## config.mk

```make
export PLATFORM = sky130hd
export DESIGN_NAME = mem_arbiter
export DESIGN_NICKNAME = d
export VERILOG_FILES = /design/src/rtl/mem_arbiter.sv
export SDC_FILE = /design/constraint.sdc
export NUM_CORES = 1
export LEC_CHECK = 0
export ABC_AREA = 1
export BUFFER_PORTS_ARGS = -buffer_cell sky130_fd_sc_hd__clkbuf_2
export CAP_MARGIN = 20
export CORE_ASPECT_RATIO = 1.25
export CORE_MARGIN = 3
export CORE_UTILIZATION = 30
export CTS_BUF_LIST = sky130_fd_sc_hd__clkbuf_4
export CTS_CLUSTER_SIZE = 40
export DETAILED_ROUTE_END_ITERATION = 16
export GPL_TIMING_DRIVEN = 1
export PLACE_DENSITY_LB_ADDON = 0.1
export SLEW_MARGIN = 5
export SYNTH_ARGS = -nofsm -noshare
export SYNTH_HDL_FRONTEND = slang
export SYNTH_SLANG_ARGS = --single-unit
```

## constraint.sdc

```tcl
create_clock -name clk -period 1.43 [get_ports clk]
set_input_delay 0.0715 -clock clk [delete_from_list [all_inputs] [get_ports clk]]
set_output_delay 0.0715 -clock clk [all_outputs]
set_load 0.03 [all_outputs]
```

## src/rtl/mem_arbiter.sv

```systemverilog
// mem_arbiter: round-robin arbiter sharing one memory port between fetch and load/store,
// one transaction outstanding, with fetch responses droppable on branch redirect.
module mem_arbiter #(
  parameter int ADDR_W = 32,
  parameter int DATA_W = 32
) (
  input  logic              clk,
  input  logic              rst,
  input  logic              icache_req_valid_i,
  input  logic [ADDR_W-1:0] icache_addr_i,
  input  logic              icache_flush_i,
  output logic              icache_ready_o,
  output logic              icache_data_valid_o,
  output logic [DATA_W-1:0] icache_data_o,
  input  logic              dcache_req_valid_i,
  input  logic [ADDR_W-1:0] dcache_addr_i,
  input  logic              dcache_wen_i,
  input  logic [DATA_W-1:0] dcache_wdata_i,
  input  logic [1:0]        dcache_wlen_i,
  output logic              dcache_ready_o,
  output logic              dcache_data_valid_o,
  output logic [DATA_W-1:0] dcache_data_o,
  output logic              mem_req_valid_o,
  input  logic              mem_req_ready_i,
  output logic [ADDR_W-1:0] mem_addr_o,
  output logic              mem_wen_o,
  output logic [DATA_W-1:0] mem_wdata_o,
  output logic [1:0]        mem_wlen_o,
  input  logic              mem_rvalid_i,
  input  logic [DATA_W-1:0] mem_rdata_i
);
  typedef enum logic [1:0] {IDLE, REQ, WAIT} state_t;
  state_t state, state_nxt;
  logic owner, last_grant, drop, fetch_req, gnt_i, gnt_d;
  always_comb begin
    fetch_req = icache_req_valid_i & ~icache_flush_i;
    gnt_d = state == IDLE && dcache_req_valid_i && (!fetch_req || !last_grant);
    gnt_i = state == IDLE && fetch_req && !gnt_d;
    state_nxt = state == IDLE ? ((gnt_i || gnt_d) ? REQ : IDLE)
              : state == REQ  ? (mem_req_ready_i ? WAIT : REQ)
              : (mem_rvalid_i ? IDLE : WAIT);
  end
  assign icache_ready_o  = gnt_i;
  assign dcache_ready_o  = gnt_d;
  assign mem_req_valid_o = state == REQ;
  always_ff @(posedge clk) state <= rst ? IDLE : state_nxt;
  always_ff @(posedge clk) begin
    if (rst) begin
      owner               <= 1'b0;
      last_grant          <= 1'b0;
      drop                <= 1'b0;
      mem_addr_o          <= '0;
      mem_wen_o           <= 1'b0;
      mem_wdata_o         <= '0;
      mem_wlen_o          <= 2'b0;
      icache_data_valid_o <= 1'b0;
      icache_data_o       <= '0;
      dcache_data_valid_o <= 1'b0;
      dcache_data_o       <= '0;
    end else begin
      icache_data_valid_o <= 1'b0;
      dcache_data_valid_o <= 1'b0;
      if (gnt_i || gnt_d) begin
        owner       <= gnt_d;
        last_grant  <= gnt_d;
        drop        <= 1'b0;
        mem_addr_o  <= gnt_d ? dcache_addr_i : icache_addr_i;
        mem_wen_o   <= gnt_d & dcache_wen_i;
        mem_wdata_o <= gnt_d ? dcache_wdata_i : '0;
        mem_wlen_o  <= gnt_d ? dcache_wlen_i : 2'b0;
      end
      if (state != IDLE && !owner && icache_flush_i) drop <= 1'b1;
      // a flush landing on the response cycle itself also suppresses delivery
      if (state == WAIT && mem_rvalid_i) begin
        if (owner) begin
          dcache_data_o       <= mem_rdata_i;
          dcache_data_valid_o <= 1'b1;
        end else if (!drop && !icache_flush_i) begin
          icache_data_o       <= mem_rdata_i;
          icache_data_valid_o <= 1'b1;
        end
      end
    end
  end
endmodule
```

### After elaboration in Yosys (flattened, before gate mapping)

Index checks and enable logic that the tools add are counted.

* add/sub/neg operators: 0
* $mul: 0
* div/mod/pow operators: 0
* magnitude comparators: 0
* equal/unequal tests: 2
* shifts and indexed selects: 0
* muxes and demuxes: 12
* bitwise logic cells: 5
* reductions and logical operators: 22

Operators by type and width (count)
* 32-bit two-way mux: 2
* 2-bit two-way mux: 5
* 1-bit logical AND: 8
* 1-bit logical NOT: 5
* 1-bit two-way mux: 5
* 2-bit nonzero test: 2
* 1-bit inverter: 3
* 3-bit AND reduction: 1
* 3-bit OR reduction: 1
* 1-bit AND: 2
* 2-bit by 1-bit equality test with 1-bit output (second input constant): 1
* 2-bit equality test (second input constant): 1
* 2-bit logical NOT: 1
* 1-bit logical OR: 2
* 2-bit AND reduction: 1
* 2-bit OR reduction: 1

* register bits after elaboration: 137
* bits in latches: 0
* memory bits (writable): 0
* ROM bits: 0
* output and inout bits: 136
* memories: 0

### Logic depth before layout (Yosys ltp)

* word-level depth: 10
* mapped depth: 8
* gate-level depth less buffers: 6

### Worst setup path before layout

Ideal clock, no wire load.

* path type: flip-flop to output port
* start: reg last_grant
* end: out icache_ready_o
* arrival: 1.177 ns
* slack: 0.182 ns
* cell stages (with the launch flop): 8
* path buffers: 3
* path through: dfxtp_1 > buf_4 > nand3_4 > nand3_2 > buf_6 > buf_4 > nand4_1 > inv_1

* cells in the longest elaborated chain, start to end: 5

RTL lines
* from (decl): RTL line 34 `logic owner, last_grant, drop, fetch_req, gnt_i, gnt_d;`
* from (signal assigned): RTL line 65 `last_grant <= gnt_d;`
* 1-bit logical NOT
* 1-bit logical OR: RTL line 37 `gnt_d = state == IDLE && dcache_req_valid_i && (!fetch_req || !last_grant);`
* 1-bit logical AND: RTL line 37
* 1-bit logical NOT: RTL line 38 `gnt_i = state == IDLE && fetch_req && !gnt_d;`
* 1-bit logical AND: RTL line 38
* to (decl): RTL line 12 `output logic icache_ready_o,`

No other way between the ends.

### Final worst setup path

* start: reg state[0]
* end: out icache_ready_o

* cells in the longest elaborated chain, start to end: 5
* elaborated cells on any way between the ends: 6
* classes of those cells: reduce/logical: 6

RTL lines
* from (decl): RTL line 33 `state_t state, state_nxt;`
* from (signal assigned): RTL line 46 `always_ff @(posedge clk) state <= rst ? IDLE : state_nxt;`
* 2-bit logical NOT (*): RTL line 37, 38
* 1-bit logical AND (2 in a row): RTL line 37
* 1-bit logical NOT: RTL line 38
* 1-bit logical AND (*): RTL line 38

Every way passes the cells marked *; elsewhere a longest branch is shown, timed or not.

==> impl_results.md <==
* VDD IR max at 0.470 mV
* Crit-path slowest cell: dfxtp_4
* Total of max-cap violations at 0
* Vias post-DR at 6377
* Max stage delay on crit path at around 0.37 ns
* Drt wl/cell at 14.6 um
* Largest net degree at the start of global routing at 103
* R2R cell count at 8
* Arrival time worst endpoint at 1.46 ns
* RR Startpoint: state[0]
* Synth top area cells: dfxtp_1 (49%), a21oi_1 (9.0%), nand3_1 (8.9%)
* #FFs+latches synth at 137
* Slew @ Worst Pin at 0.552 ns
* Routed WL at ~20 mm
* Post-route setup TNS at -0.222 ns
* Fraction of layout cells with a size suffix above 1 at 0.324
* First-pass GRT wire length at 30.5 mm
* Top FF cell, synth: dfxtp_1
* Final non-filler cell total at 1368
* Critical path cell sequence: nor2_4 -> nand3_4 -> nand4_1 -> inv_2 -> buf_8
* Vias in the first global route at 6112
* Crit path max-delay family: flip-flops
* Top-area cell type share of the netlist area at 0.492
* DIE HEIGHT at 158 um
* Core Area at 18200 um2
* Residual DRC at 0
* Leakage at 4.18 nW
* Placed Cells at 1187
* Mapped cell area at between 5000 and 6000 um2
* # setup viols final at 12
* Clock Skew at roughly 0.023 ns
* Worst Hold Slack at 0.0868 ns
* List of most frequent post-synthesis cells: dfxtp_1 (137), nand2_1 (106), a21oi_1 (100)
* Root Buffer: clkbuf_4
* PortBufs at ~270
* Final Hold Vio Count at 0
* Crit path to: icache_ready_o
* Die Wd at 128 um
* Failing checks: negative setup slack
* Worst Path Class, Setup: reg2out
* DP Area at ~7300 um2
* Reg-to-Reg End: mem_addr_o[2]
* Post-synthesis cell count at 721
* Top Ports at 274
* Initial antenna violation count at 2
* Hpwl dp at 12.6 mm
* H-tree depth at 4
* Setup ws final at -0.0978 ns
* Pwr/cell area at 1050 nW/um2
* Post-synth EDFFs at 0
* Crit path capture type: output port
* Status: finished, violations left
* Pre-antenna DRT Iters at 4
* Worst EP required at 1.36 ns
* Num CTS Buffers at 17
* Fmax at between 0.6 and 0.7 GHz
* Vias per cell at 4.66
* Worst Setup SP: state[0]
* GRT overflow at 0
* CP max FO at 3
* Mean Syn Cell Area at 7.73 um2
* Die Area at 20300 um2
* Minimum clock period at 1.53 ns
* Reg2reg setup slack at -0.02 ns
* Clock-pin slew on the worst setup and hold paths at 0.14 ns
* Register area share after synthesis at 0.492
* Clock Sinks at 137
* Area Overhead vs Synth at 65.1%
* Crit share post-route at 1.07
* TritonCTS clock tree: built
* Initial DRC Count at 233
* Initial core utilization at 0.307
* Crit path buf inv count at 2
* Slew Limit Fails at 0
* Yosys cell types at 23
* Fin area at approximately 9200 um2
* Ys Warns at 0
* Syn Nets at 859
* GP Congestion at 0.735
* Rel. slew slack at 0.632
* Worst Hold Class: in2reg
* Routed Antenna Nets at 0
* Clk_lat worst skew at approximately 0.54 ns
* Post-synth top area cell: dfxtp_1
* Final net count at 1263
* Crit path depth at 5
* Unrepaired setup endpoints after global routing: yes
* Hold depth at 6
* Startpoint Class: register
* Row cnt at 55
* Async SR Flop Fraction at 0
* Total GRT Usage at 0.186
* Final Power at 0.00964 W
* Most numerous cell in the Yosys netlist: dfxtp_1
* Worst-case clock buffer depth at 2
routing by layer:
metal | global-route usage | wire length, um | share of wire | up-vias
met5 | 0 | 14 | 0.00070 | -
met3 | 0.0507 | 1210 | 0.060 | 41
met1 | 0.215 | 8400 | 0.42 | 2905
met4 | 0.0870 | 587 | 0.029 | 2
met2 | 0.319 | 9820 | 0.49 | 221
li1 | - | - | - | 3208
layout make-up:
cell class	count	area (um2)
inverters	42	170
repair buffers	446	3300
clock inverters	13	169
well taps	228	285
clock buffers	19	143
fillers	1790	8960
diodes	2	5.00
multi-input cells	481	2390
flip-flops and latches	137	2750
repair_timing:
action	CTS	global route
hold endpoints to repair	135	0
setup buffers	6	3
pin swaps	2	37
endpoints found under the setup margin	3	30
gates resized for setup	15	40
cloned	0	4
hold buffers	135	0
per-stage QoR:
stage,setup slack (ns),util
global route,-0.223,0.507
floorplan,0.182,-
global placement,0.128,0.400
detailed placement,0.109,0.400
finish,-0.0978,0.507
CTS,-0.176,0.496
registers in the layout, summed over array words and instances, names as in the netlist:
register and count:
dcache_data_o 32, dcache_data_valid_o 1, drop 1, icache_data_o 32
icache_data_valid_o 1, last_grant 1, mem_addr_o 32, mem_wdata_o 32
mem_wen_o 1, mem_wlen_o 2, state 2
layout by cell type (no fill, tap or decap), types with 2 or more instances in the layout:
| master | n |
|---|---|
| clkinv_4 | 3 |
| nand3_1 | 99 |
| o21ai_0 | 33 |
| clkinvlp_4 | 3 |
| o21ai_2 | 3 |
| inv_6 | 4 |
| clkbuf_16 | 4 |
| inv_4 | 3 |
| nand2_1 | 103 |
| a21oi_1 | 97 |
| nor2_4 | 3 |
| clkbuf_2 | 269 |
| buf_12 | 14 |
| buf_8 | 2 |
| clkbuf_4 | 19 |
| buf_6 | 6 |
| bufinv_16 | 3 |
| nand3_4 | 3 |
| dlygate4sd3_1 | 135 |
| o21ai_1 | 29 |
| nand3b_1 | 32 |
| nor2_1 | 68 |
| diode_2 | 2 |
| nand2_4 | 4 |
| dfxtp_1 | 134 |
| inv_2 | 3 |
| dfxtp_4 | 2 |
| buf_4 | 16 |
| a21oi_2 | 3 |
| inv_1 | 35 |
tightest hold or removal path, delay by kind of cell:
family | cells | cell delay, ns
AO/OA/AOI/OAI | 1 | 0.05
buffers and inverters | 3 | 0.31
AND/OR/NAND/NOR | 2 | 0.16
where the power goes:
part	internal [W]	switching [W]
sequential	0.00407	0.000135
combinational	0.00111	0.00155
clock	0.00127	0.00150
total	0.00645	0.00319
cells by family after synthesis:
group | count (synthesis) | synth area share
DFF | 137 | 0.492
AOI/OAI and AO/OA | 166 | 0.150
buffers and inverters | 103 | 0.0929
and+or+nand+nor | 315 | 0.265
how the worst min path moves through the flow:
stage	slack, ns	start	to
6_report	0.09	dcache_req_valid_i	mem_wdata_o[9]
5_1_grt	0.06	dcache_req_valid_i	mem_wdata_o[4]
4_1_cts	0.008	dcache_req_valid_i	mem_wdata_o[12]
3_5_place_dp	0.31	dcache_wdata_i[12]	mem_wdata_o[12]
3_3_place_gp	0.31	dcache_wlen_i[1]	mem_wlen_o[1]
2_1_floorplan	0.22	dcache_wdata_i[10]	mem_wdata_o[10]
No activity file was read; power rests on OpenSTA's default activity.
